<file path="config.mk">
export PLATFORM = sky130hd
export DESIGN_NAME = note_play_sequencer
export DESIGN_NICKNAME = d
export VERILOG_FILES = /design/src/rtl/note_play_sequencer.sv
export SDC_FILE = /design/constraint.sdc
export NUM_CORES = 1
export LEC_CHECK = 0
export BUFFER_PORTS_ARGS = -buffer_cell sky130_fd_sc_hd__buf_4
export CAP_MARGIN = 20
export CORE_ASPECT_RATIO = 1.5
export CORE_MARGIN = 1
export CORE_UTILIZATION = 64
export DETAILED_ROUTE_END_ITERATION = 12
export PLACE_DENSITY = 0.93
export SETUP_SLACK_MARGIN = 0.2
export SKIP_LAST_GASP = 1
export SLEW_MARGIN = 25
export SYNTH_ARGS = -nofsm -noshare
export SYNTH_HDL_FRONTEND = slang
export SYNTH_SLANG_ARGS = --single-unit
</file>
<file path="constraint.sdc">
create_clock -name clk -period 10.25 [get_ports clk]
set_input_delay 0.5125 -clock clk [delete_from_list [all_inputs] [get_ports clk]]
set_output_delay 0.5125 -clock clk [all_outputs]
set_load 0.01 [all_outputs]
</file>
<file path="src/rtl/note_play_sequencer.sv">
// note_play_sequencer: arbitrates the note path between key input and a hard-wired song player.
// Optional LEARN_MODE_EN: holds each song note until the matching key is pressed.
module note_play_sequencer #(
  parameter int BEAT_CYCLES = 25000000,
  parameter int GAP_CYCLES  = 2500000
) (
  input  logic       clk,
  input  logic       rst,
  input  logic [3:0] key_note,
  input  logic       auto_mode,
  input  logic       start,
  input  logic       learn_mode,
  output logic [3:0] note_out,
  output logic [6:0] led_out,
  output logic       playing,
  output logic       song_done
);
  typedef enum logic [1:0] {IDLE, PLAY, GAP, DONE} state_e;
  // {note[3:0], beats[2:0]}, beats=0 ends the song
  localparam logic [6:0] SONG [16] = '{
    7'h09, 7'h09, 7'h29, 7'h29, 7'h31, 7'h31, 7'h2A, 7'h21,
    7'h21, 7'h19, 7'h19, 7'h11, 7'h11, 7'h0A, 7'h00, 7'h00
  };
  state_e      state_q, state_d;
  logic [3:0]  idx_q, idx_d, note_q, note_d, key_f;
  logic [31:0] cnt_q, cnt_d, lim;
  logic [6:0]  led_q, led_d, ent, nxt;
  logic [7:0]  led_sh;
  logic        learn;
`ifdef LEARN_MODE_EN
  assign learn = learn_mode;
`else
  logic unused_learn;
  assign unused_learn = learn_mode;
  assign learn = 1'b0;
`endif
  always_comb begin
    ent     = SONG[idx_q];
    nxt     = SONG[idx_q + 4'd1];
    key_f   = key_note[3] ? 4'd0 : key_note;
    lim     = 32'(ent[2:0]) * 32'(BEAT_CYCLES);
    state_d = state_q;
    idx_d   = idx_q;
    cnt_d   = cnt_q + 32'd1;
    note_d  = 4'd0;
    case (state_q)
      IDLE: begin
        note_d = key_f;
        cnt_d  = 32'd0;
        if (start && auto_mode) begin
          state_d = PLAY;
          idx_d   = 4'd0;
          note_d  = SONG[0][6:3];
        end
      end
      PLAY: begin
        note_d = ent[6:3];
        if (learn) begin
          cnt_d = 32'd0;
          if (key_note == ent[6:3]) begin
            state_d = GAP;
            note_d  = 4'd0;
          end
        end else if (cnt_q == lim - 32'd1) begin
          state_d = GAP;
          note_d  = 4'd0;
          cnt_d   = 32'd0;
        end
      end
      GAP: begin
        if (cnt_q == 32'(GAP_CYCLES - 1)) begin
          cnt_d = 32'd0;
          idx_d = idx_q + 4'd1;
          if (idx_q == 4'd15 || nxt[2:0] == 3'd0) begin
            state_d = DONE;
            idx_d   = 4'd0;
          end else begin
            state_d = PLAY;
            note_d  = nxt[6:3];
          end
        end
      end
      default: begin
        state_d = IDLE;
        note_d  = key_f;
        cnt_d   = 32'd0;
      end
    endcase
    // losing auto_mode mid-song returns the path to the keys, silently
    if ((state_q == PLAY || state_q == GAP) && !auto_mode) begin
      state_d = IDLE;
      idx_d   = 4'd0;
      cnt_d   = 32'd0;
      note_d  = 4'd0;
    end
    led_sh = 8'd1 << note_d;
    led_d  = led_sh[7:1];
  end
  always_ff @(posedge clk) begin
    if (rst) begin
      state_q <= IDLE;
      idx_q   <= 4'd0;
      cnt_q   <= 32'd0;
      note_q  <= 4'd0;
      led_q   <= 7'd0;
    end else begin
      state_q <= state_d;
      idx_q   <= idx_d;
      cnt_q   <= cnt_d;
      note_q  <= note_d;
      led_q   <= led_d;
    end
  end
  assign note_out  = note_q;
  assign led_out   = led_q;
  assign playing   = (state_q == PLAY) || (state_q == GAP);
  assign song_done = (state_q == DONE);
endmodule

</file>
; ---- Word level (Yosys, flattened, before mapping)
; Memory sizes are Yosys's and may differ from the RTL's.
; Index checks and enable logic that the tools add are counted.
[totals]
romBits = 224
ram_bits = 0
latch_bits = 0
mem_count = 2
output_inout_bits = 13
ff_bits = 49
[op_classes]
multipliers = 1
add_sub_neg = 3
n_eq_ne = 9
shifts = 1
div_mod_pow = 0
n_mux = 23
bitwise_logic = 2
n_reduce_logical = 11
order_cmp = 2
[memory_table]
columns = name, words, width, rd, rd_ports_with_merged_regs, wr, line
row1 = (no name shown), 16, 7, 1, 0, 0, 39  ; nxt = SONG[idx_q + 4'd1];
row2 = (no name shown), 16, 7, 1, 0, 0, 38  ; ent = SONG[idx_q];
[ops]
columns = operator, n
row1 = 2-to-1 mux 32 bit, 2
row2 = case mux 32 bit (2 select lines), 1
row3 = "adder 32 x 1 -> 32 bit, second input constant", 1
row4 = "equality test 32 x 22 -> 1 bit, second input constant", 1
row5 = equality test 32 bit, 1
row6 = "subtractor 28 x 1 -> 29 bit, second input constant", 1
row7 = 2-to-1 mux 4 bit, 7
row8 = 2-to-1 mux 7 bit, 4
row9 = "multiplier 3 x 19 -> 22 bit, second input constant", 1
row10 = case mux 4 bit (3 select lines), 1
row11 = "greater-or-equal comparator 5 bit, second input constant", 2
row12 = inverter 4 -> 5 bit, 2
row13 = 2-to-1 mux 2 bit, 4
row14 = case mux 4 bit (2 select lines), 1
row15 = "left shift 1 x 4 -> 8 bit, first input constant", 1
row16 = 2-to-1 mux 3 bit, 2
row17 = "!= test 2 bit, second input constant", 3
row18 = case mux 2 bit (3 select lines), 1
row19 = AND reduction 3 bit, 2
row20 = "adder 4 x 1 -> 4 bit, second input constant", 1
row21 = "equality test 2 bit, second input constant", 2
row22 = "equality test 4 bit, second input constant", 1
row23 = logical NOT 3 bit, 1
row24 = "equality test 2 x 1 -> 1 bit, second input constant", 1
row25 = 6 further kinds, 8

; ---- Logic depth before layout (Yosys ltp)
; Gate-level depths: netlist (run 1).
[logic_depth]
word_depth = 12
depth_mapped = 13
depth_no_buf = 12

; ---- Least setup slack after synthesis (run 1)
; OpenSTA, ideal clock, no wires.
[synth_path]
path_kind = reg-to-reg
startpoint = register idx_q[0]
endpoint = register cnt_q[19]
t_arrival_ns = 3.114
path_slack_ns = 7.021
stages_incl_launch_ff = 14
setup_ns = 0.115
cell_sequence = dfxtp_1 inv_1 ha_1 nor2b_1 o21ai_1 inv_1 ha_1 or4_1 o21a_1 a2111o_1 o31ai_4 a211o_1 buf_4 nor2_1
[synth_between]
elab_chain_cells = 9
[synth_rtl]
columns = item, line
row1 = from (decl), 25  ; logic [3:0] idx_q, idx_d, note_q, note_d, key_f;
row2 = from (signal assigned), 108  ; idx_q <= idx_d;
row3 = inverter 4 -> 5 bit (not written as such), 38
row4 = memory (16 x 7 bit), -
row5 = 2-to-1 mux 7 bit (not written as such) (2 in series), 38
row6 = multiplier 3 x 19 -> 22 bit, 41  ; lim = 32'(ent[2:0]) * 32'(BEAT_CYCLES);
row7 = subtractor 28 x 1 -> 29 bit, 64  ; end else if (cnt_q == lim - 32'd1) begin
row8 = equality test 32 bit, 64
row9 = 2-to-1 mux 32 bit, 64
row10 = case mux 32 bit (2 select lines), 46  ; case (state_q)
row11 = to (signal assigned), 109  ; cnt_q <= cnt_d;
row12 = to (decl), 26  ; logic [31:0] cnt_q, cnt_d, lim;
; No other way between the ends. The select of a mux whose other input is x is not followed.
; A chain may end at the register's enable or synchronous reset.

; ---- Worst setup path in the final report (run 1)
[layout_path]
startpoint = register idx_q[0]
endpoint = register cnt_q[10]
; Same word-level chain as after synthesis.

==> impl_metrics.ini, run 1 <==
[run_status]
outcome = finished, final reports clean

[detailed_routing]
drtPass1Iterations = 4
num_vias = 2404
route.detailed.drc = 0
postRouteAntennaNets = 0
drtIter0Drc = 101
detail_route.wirelength_um = 6130
avg_vias_per_cell = 6.21
route.detailed.wl_per_inst_um = 15.8

[clocking]
path_clk_slew_ns = 0.09
cts_root_buffer = sky130_fd_sc_hd__clkbuf_8
cts_tree = yes
cts_made_buffers = 5
cts-htree-levels = 2
clkLatencyLatePin_ns = 0.31
hold_buffers = 0
ctsLongestPathBuffers = 2
tritoncts_num_sinks = 48
cts_resized = 0
cts_setup_buffers = 0

[layout]
design_area_um2 = 3040
design.final.nets = 366
final_cell_mix = sky130_fd_sc_hd__nor2_1, sky130_fd_sc_hd__dfxtp_1, sky130_fd_sc_hd__nand2_1, sky130_fd_sc_hd__buf_4
final_common_cell = sky130_fd_sc_hd__nor2_1
layout-area-overhead-vs-synth_pct = 8.93
final_layout_size_suffix_gt1_share_pct = 11.4
antenna_diode_count = 0

[synth]
synth_edf_count = 0
mappedNetlistArea_um2 = 2790
synthesis.area_per_instance_um2 = 8.60
synth.yosys.seq_area_share_pct = 34.5
synth-main-ff-cell = sky130_fd_sc_hd__dfxtp_1
synth.distinct_cells = 56
async_reset_ff_share_pct = 0
synth_top_cells_by_area = sky130_fd_sc_hd__dfxtp_1, sky130_fd_sc_hd__ha_1, sky130_fd_sc_hd__nor2_1, sky130_fd_sc_hd__xnor2_1, sky130_fd_sc_hd__xor2_1
syn_inst_count = 324
yosys.area.top_type_share_pct = 34.5
yosys_warnings = 0
post-synth-top-area-cell = sky130_fd_sc_hd__dfxtp_1
yosys_register_bits = 48
mappedNetlistNets = 350

[run]
timing.max_cap.violations = 0

[critical_path]
reg2reg_from = idx_q[0]$_SDFFE_PP0P_
critical_path.endpoint_type = register
critPathLaunchType = register
cp_data_required_time_ns = 10.39
critical-path-slowest-cell = sky130_fd_sc_hd__a211o_1
worstReg2RegEnd = cnt_q[10]$_SDFF_PP0_
cp_slowest_stage_delay_ns = 0.87
crit_path_dat_ns = 4.55
cp_num_buf_inv = 2
critical_path.startpoint = idx_q[0]$_SDFFE_PP0P_
critical_path.max_fanout = 32
r2r_slack_ns = 5.85
critical_path.cell_chain = inv_1 > ha_1 > nor2b_1 > o21ai_1 > inv_1 > ha_1 > or4_1 > o21a_1 > a2111o_1 > o31ai_4 > a211o_1 > nor2_1
crit_type = reg -> reg
crit_cells = 12
timing.critical_path.max_delay_family = compound AO/OA/AOI/OAI gates
cell_depth_of_the_worst_flop_to_flop_path = 12
crit_path_capture = cnt_q[10]$_SDFF_PP0_

[timing]
fin_skew_ns = 0.0118
finalHoldViolCount = 0
setup_viol_count_final = 0
layout_worst_path_cycle_share_pct = 43.0
final-max-slew-violation-count = 0
slew-limit-headroom_pct = 34.3
rsz0062_at_grt = no
setup-tns-final_ns = 0
whs_ns = 0.478
worstMarginPinSlew_ns = 0.985
maxClockFrequency_mhz = 227
post-route-min-period_ns = 4.40

[die]
die_h_um = 82.8
initial_utilization_pct = 66.2
core.rowCount = 29
area_inside_the_core_boundary_um2 = 4210
io_pins = 22
die-width_um = 55.9
design.die.area_um2 = 4630

[min_path]
hold_path.class = reg -> reg

[place]
dp.final_hpwl_um = 4540
buffer_ports.inserted = 19
post_dp_cell_area_um2 = 2930
routabilityCongestion = 0.920

[grt]
number_of_antenna_violations_at_the_first_check_in_global_routing = 0
grt_overflow_total = 0
via_count_of_the_first_global_routing_pass = 2463
grt_start_max_net_pins = 33
global_route.usage.total_pct = 28.7
grt_first_pass_wirelength_um = 10600

[pwr]
max-vdd-ir-drop_uv = 147
power.total_mw = 0.484
leakage_nw = 1.06
pwr_density_cell_nw_per_um2 = 159
power breakdown:
part	internal [mW]	leakage [nW]	switching, mW	total [mW]
sequential	0.196	0.388	0.00845	0.205
combinational	0.0564	0.619	0.0872	0.144
clock	0.0724	0.0552	0.0630	0.135
total	0.325	1.06	0.159	0.484
through the flow:
step,util [%],cells,worst slack [ns]
after floorplan,-,324,7.02
after global placement,69.6,379,6.11
after detailed placement,69.6,379,5.93
after CTS,72.1,387,5.88
after global routing,72.1,387,5.62
final,72.1,387,5.85
layer usage:
| metal | routed length, µm | up-vias | track usage [%] | part of all wire [%] |
|---|---|---|---|---|
| li1 | - | 1185 | - | - |
| met1 | 2300 | 1136 | 29.1 | 38 |
| met2 | 3380 | 61 | 53.5 | 55 |
| met3 | 199 | 22 | 4.52 | 3.2 |
| met4 | 240 | 0 | 17.5 | 3.9 |
| met5 | 0 | - | 0 | 0 |
final cells by class:
type	instances	area, µm²
multi-input combinational	250	1700
fill	345	1170
sequential	48	961
timing repair buffer	20	150
clock buffer	6	72.6
tap	46	57.6
inverter	15	56.3
clock inverter	2	35.0
synth_stat cells (3+ instances only):
cell type,instances
sky130_fd_sc_hd__ha_1,17
sky130_fd_sc_hd__nor3_1,6
sky130_fd_sc_hd__buf_4,4
sky130_fd_sc_hd__o211ai_1,3
sky130_fd_sc_hd__o21ai_0,4
sky130_fd_sc_hd__mux2i_1,3
sky130_fd_sc_hd__xnor2_1,17
sky130_fd_sc_hd__and4_1,5
sky130_fd_sc_hd__o2111ai_1,3
sky130_fd_sc_hd__clkbuf_1,4
sky130_fd_sc_hd__and3_1,8
sky130_fd_sc_hd__nor4b_2,4
sky130_fd_sc_hd__or4_1,3
sky130_fd_sc_hd__nand4_1,12
sky130_fd_sc_hd__a211oi_1,4
sky130_fd_sc_hd__inv_1,15
sky130_fd_sc_hd__nor2_1,54
sky130_fd_sc_hd__nor2b_1,3
sky130_fd_sc_hd__xor2_1,17
sky130_fd_sc_hd__nand2_1,23
sky130_fd_sc_hd__nor4_1,9
sky130_fd_sc_hd__dfxtp_1,48
sky130_fd_sc_hd__a21oi_1,7
sky130_fd_sc_hd__nand3_1,13
how the worst min path moves through the flow:
stage | end | from | cells after the start | slack [ns]
after global placement | cnt_q[0]$_SDFF_PP0_ | cnt_q[0]$_SDFF_PP0_ | 1 | 0.44
after detailed placement | cnt_q[0]$_SDFF_PP0_ | cnt_q[0]$_SDFF_PP0_ | 1 | 0.45
after floorplan | cnt_q[0]$_SDFF_PP0_ | cnt_q[0]$_SDFF_PP0_ | 1 | 0.43
after global routing | cnt_q[0]$_SDFF_PP0_ | cnt_q[0]$_SDFF_PP0_ | 1 | 0.50
after CTS | cnt_q[0]$_SDFF_PP0_ | cnt_q[0]$_SDFF_PP0_ | 1 | 0.47
final | cnt_q[0]$_SDFF_PP0_ | cnt_q[0]$_SDFF_PP0_ | 1 | 0.48
registers in the layout, indices dropped and copies added (netlist names):
register	cells
cnt_q	32
idx_q	4
led_out	7
note_out	3
state_q	2
kinds of logic (layout without fill, tap and decap cells):
logic type | after synthesis | in the layout | share of synthesized area [%]
AO/OA/AOI/OAI | 43 | 43 | 12.9
XOR/XNOR | 34 | 34 | 10.7
adder cells (fa/ha/maj) | 17 | 17 | 7.63
buffers and inverters | 26 | 43 | 4.40
flip-flops | 48 | 48 | 34.5
multiplexers | 3 | 3 | 1.08
other | 1 | 1 | 0.135
AND/OR/NAND/NOR | 152 | 152 | 28.7
Note: power is estimated with default switching activity, not from simulation.
==> inputs of run 2 (changes only) <==
ABC_AREA = 1   (was not set)
CORE_UTILIZATION = 55   (was 64)
PLACE_DENSITY = 0.85   (was 0.93)
clock period = 3.9 ns   (was 10.25 ns; I/O delays follow)
==> run 2 against run 1 <==
Count of clock-buffer cells in the layout down 1. Core utilization down 10 points. Hold slack worse by 0.28 ns. Synthesized cell count up 47%. Via count up 28%. Non-clock buffer count down 1. Clock skew up 0.0015 ns. Synthesized area up 17%. Largest cell class unchanged. Final cell count up 47%. Critical path type unchanged.
==> impl_metrics.ini, run 2 <==
[run_status]
outcome = finished, final reports clean

[timing]
layout_worst_path_cycle_share_pct = 75.0
whs_ns = 0.200
setup-tns-final_ns = 0
fin_skew_ns = 0.0133
finalHoldViolCount = 0
final-max-slew-violation-count = 0
maxClockFrequency_mhz = 342
rsz0062_at_grt = no
layout_setup_ws_ns = 0.973
post-route-min-period_ns = 2.93
setup_viol_count_final = 0

[detailed_routing]
route.detailed.wl_per_inst_um = 13.1
drtPass1Iterations = 4
num_vias = 3074
route.detailed.drc = 0
detail_route.wirelength_um = 7410
drtIter0Drc = 118
postRouteAntennaNets = 0
avg_vias_per_cell = 5.42

[synth]
post-synth-top-area-cell = sky130_fd_sc_hd__dfxtp_1
yosys_warnings = 0
synth_edf_count = 0
synth.yosys.seq_area_share_pct = 29.5
syn_inst_count = 475
mappedNetlistArea_um2 = 3260
synth.distinct_cells = 37
synthesis.area_per_instance_um2 = 6.85
yosys.area.top_type_share_pct = 29.5
mappedNetlistNets = 501
synthTopCellsByCount = sky130_fd_sc_hd__nand2_1, sky130_fd_sc_hd__nor2_1, sky130_fd_sc_hd__inv_1
synth-main-ff-cell = sky130_fd_sc_hd__dfxtp_1
synth_top_cells_by_area = sky130_fd_sc_hd__dfxtp_1, sky130_fd_sc_hd__nand2_1, sky130_fd_sc_hd__nor2_1, sky130_fd_sc_hd__inv_1, sky130_fd_sc_hd__ha_1
yosys_register_bits = 48
async_reset_ff_share_pct = 0
post-synth-top-count-cell = sky130_fd_sc_hd__nand2_1

[layout]
seq_area_um2 = 961
antenna_diode_count = 0
filler_cell_count = 518
final_layout_size_suffix_gt1_share_pct = 17.6
design_area_um2 = 3540
multiInputGateArea_um2 = 1970
finalCoreUtilization_pct = 61.7
final_common_cell = sky130_fd_sc_hd__nand2_1
design.final.nets = 520
layout-area-overhead-vs-synth_pct = 8.80
final_cell_mix = sky130_fd_sc_hd__nand2_1, sky130_fd_sc_hd__nor2_1, sky130_fd_sc_hd__inv_1, sky130_fd_sc_hd__dfxtp_1, sky130_fd_sc_hd__nand3_1
largest-register = cnt_q
largest_register_ff_count = 32
instances_no_fill = 567

[clocking]
cts_setup_buffers = 0
clkLatencyLatePin_ns = 0.31
path_clk_slew_ns = 0.09
ctsLongestPathBuffers = 2
cts_root_buffer = sky130_fd_sc_hd__clkbuf_8
cts-htree-levels = 2
cts_tree = yes
cts_made_buffers = 5
hold_buffers = 0
tritoncts_num_sinks = 48
cts_resized = 0

[pwr]
clock_power_share_pct = 32.2
switching_share_of_total_power_pct = 31.3
combinationalPowerShare_pct = 22.2
max-vdd-ir-drop_uv = 353
power.switching_mw = 0.362
p_int_mw = 0.796
leakage_nw = 1.47
power.share.sequential_pct = 45.6
pwr_density_cell_nw_per_um2 = 327
power.total_mw = 1.16

[critical_path]
crit_path_dat_ns = 3.11
critical_path.endpoint_type = register
crit_type = reg -> reg
critical_path.max_fanout = 25
cp_data_required_time_ns = 4.08
critPathLaunchType = register

[place]
routabilityCongestion = 0.913
dp.final_hpwl_um = 5850
dp_worst_setup_slack_ns = 1.01
dp.cells = 559
post_dp_cell_area_um2 = 3430
buffer_ports.inserted = 19

[die]
design.die.area_um2 = 6240
initial_utilization_pct = 56.7
io_pins = 22
area_inside_the_core_boundary_um2 = 5740
die_h_um = 96.2
die-width_um = 64.8
core.rowCount = 34

[grt]
via_count_of_the_first_global_routing_pass = 2889
grt_overflow_total = 0
grt_start_max_net_pins = 26
grt_first_pass_wirelength_um = 12300
number_of_antenna_violations_at_the_first_check_in_global_routing = 0
global_route.usage.total_pct = 25.2

[min_path]
hold_path.class = in -> reg

[run]
timing.max_cap.violations = 0
==> run 2: final timing paths <==
check	depth (start not counted)	slack (ns)	to	from
worst min register to register	1	0.45	cnt_q[0]$_SDFF_PP0_	cnt_q[0]$_SDFF_PP0_
worst max register to register	19	0.97	cnt_q[4]$_SDFF_PP0_	idx_q[1]$_SDFFE_PP0P_
worst max-delay path	19	0.97	cnt_q[4]$_SDFF_PP0_	idx_q[1]$_SDFFE_PP0P_
worst min-delay path	4	0.20	led_out[0]$_SDFF_PP0_	rst
==> run 2: power by group through the flow <==
stage	logic [mW]	clock network [mW]	registers, mW
2_1_floorplan	0.173	0	0.546
3_5_place_dp	0.257	0	0.538
4_1_cts	0.259	0.380	0.528
5_1_grt	0.283	0.401	0.532
3_3_place_gp	0.250	0	0.538
6_report	0.258	0.373	0.528
==> run 2: kinds of logic after synthesis <==
kind of cell,after synthesis,share of synthesized area (%)
compound gates,43,7.42
fa+ha+maj,17,6.53
other cells,1,0.115
flops,48,29.5
xor+xnor,13,3.50
simple gates,275,42.9
buf+inv,78,10.1
==> run 2: worst max-delay path, cell delays in order, from the launching register on <==
cell and delay [ns]:
sky130_fd_sc_hd__dfxtp_1 0.45, sky130_fd_sc_hd__inv_1 0.15, sky130_fd_sc_hd__ha_1 0.22, sky130_fd_sc_hd__inv_1 0.09
sky130_fd_sc_hd__nand3_2 0.12, sky130_fd_sc_hd__nand2_4 0.15, sky130_fd_sc_hd__inv_1 0.07, sky130_fd_sc_hd__ha_1 0.33
sky130_fd_sc_hd__inv_1 0.09, sky130_fd_sc_hd__nand2_1 0.05, sky130_fd_sc_hd__nand2_1 0.06, sky130_fd_sc_hd__nand2_1 0.05
sky130_fd_sc_hd__nor2_1 0.09, sky130_fd_sc_hd__nand3_1 0.08, sky130_fd_sc_hd__nor2_1 0.15, sky130_fd_sc_hd__nand2_2 0.10
sky130_fd_sc_hd__nand2_2 0.09, sky130_fd_sc_hd__nand2_4 0.09, sky130_fd_sc_hd__nand2_4 0.26, sky130_fd_sc_hd__nor3b_1 0.10
==> run 2: area by class of cell <==
cell class / instances / share of cell area (%)
Multi-Input combinational cell: 349 / 55.5
Sequential cell: 48 / 27.1
Inverter: 71 / 7.52
Timing Repair Buffer: 19 / 4.03
Tap cell: 72 / 2.54
Clock buffer: 5 / 1.94
Clock inverter: 3 / 1.31
==> run 2: per-layer routing <==
| layer | share of wire (%) | track usage, % |
|---|---|---|
| met1 | 39 | 26.4 |
| met3 | 3.8 | 3.79 |
| met5 | 0 | 0 |
| met2 | 53 | 46.8 |
| met4 | 4.2 | 15.0 |
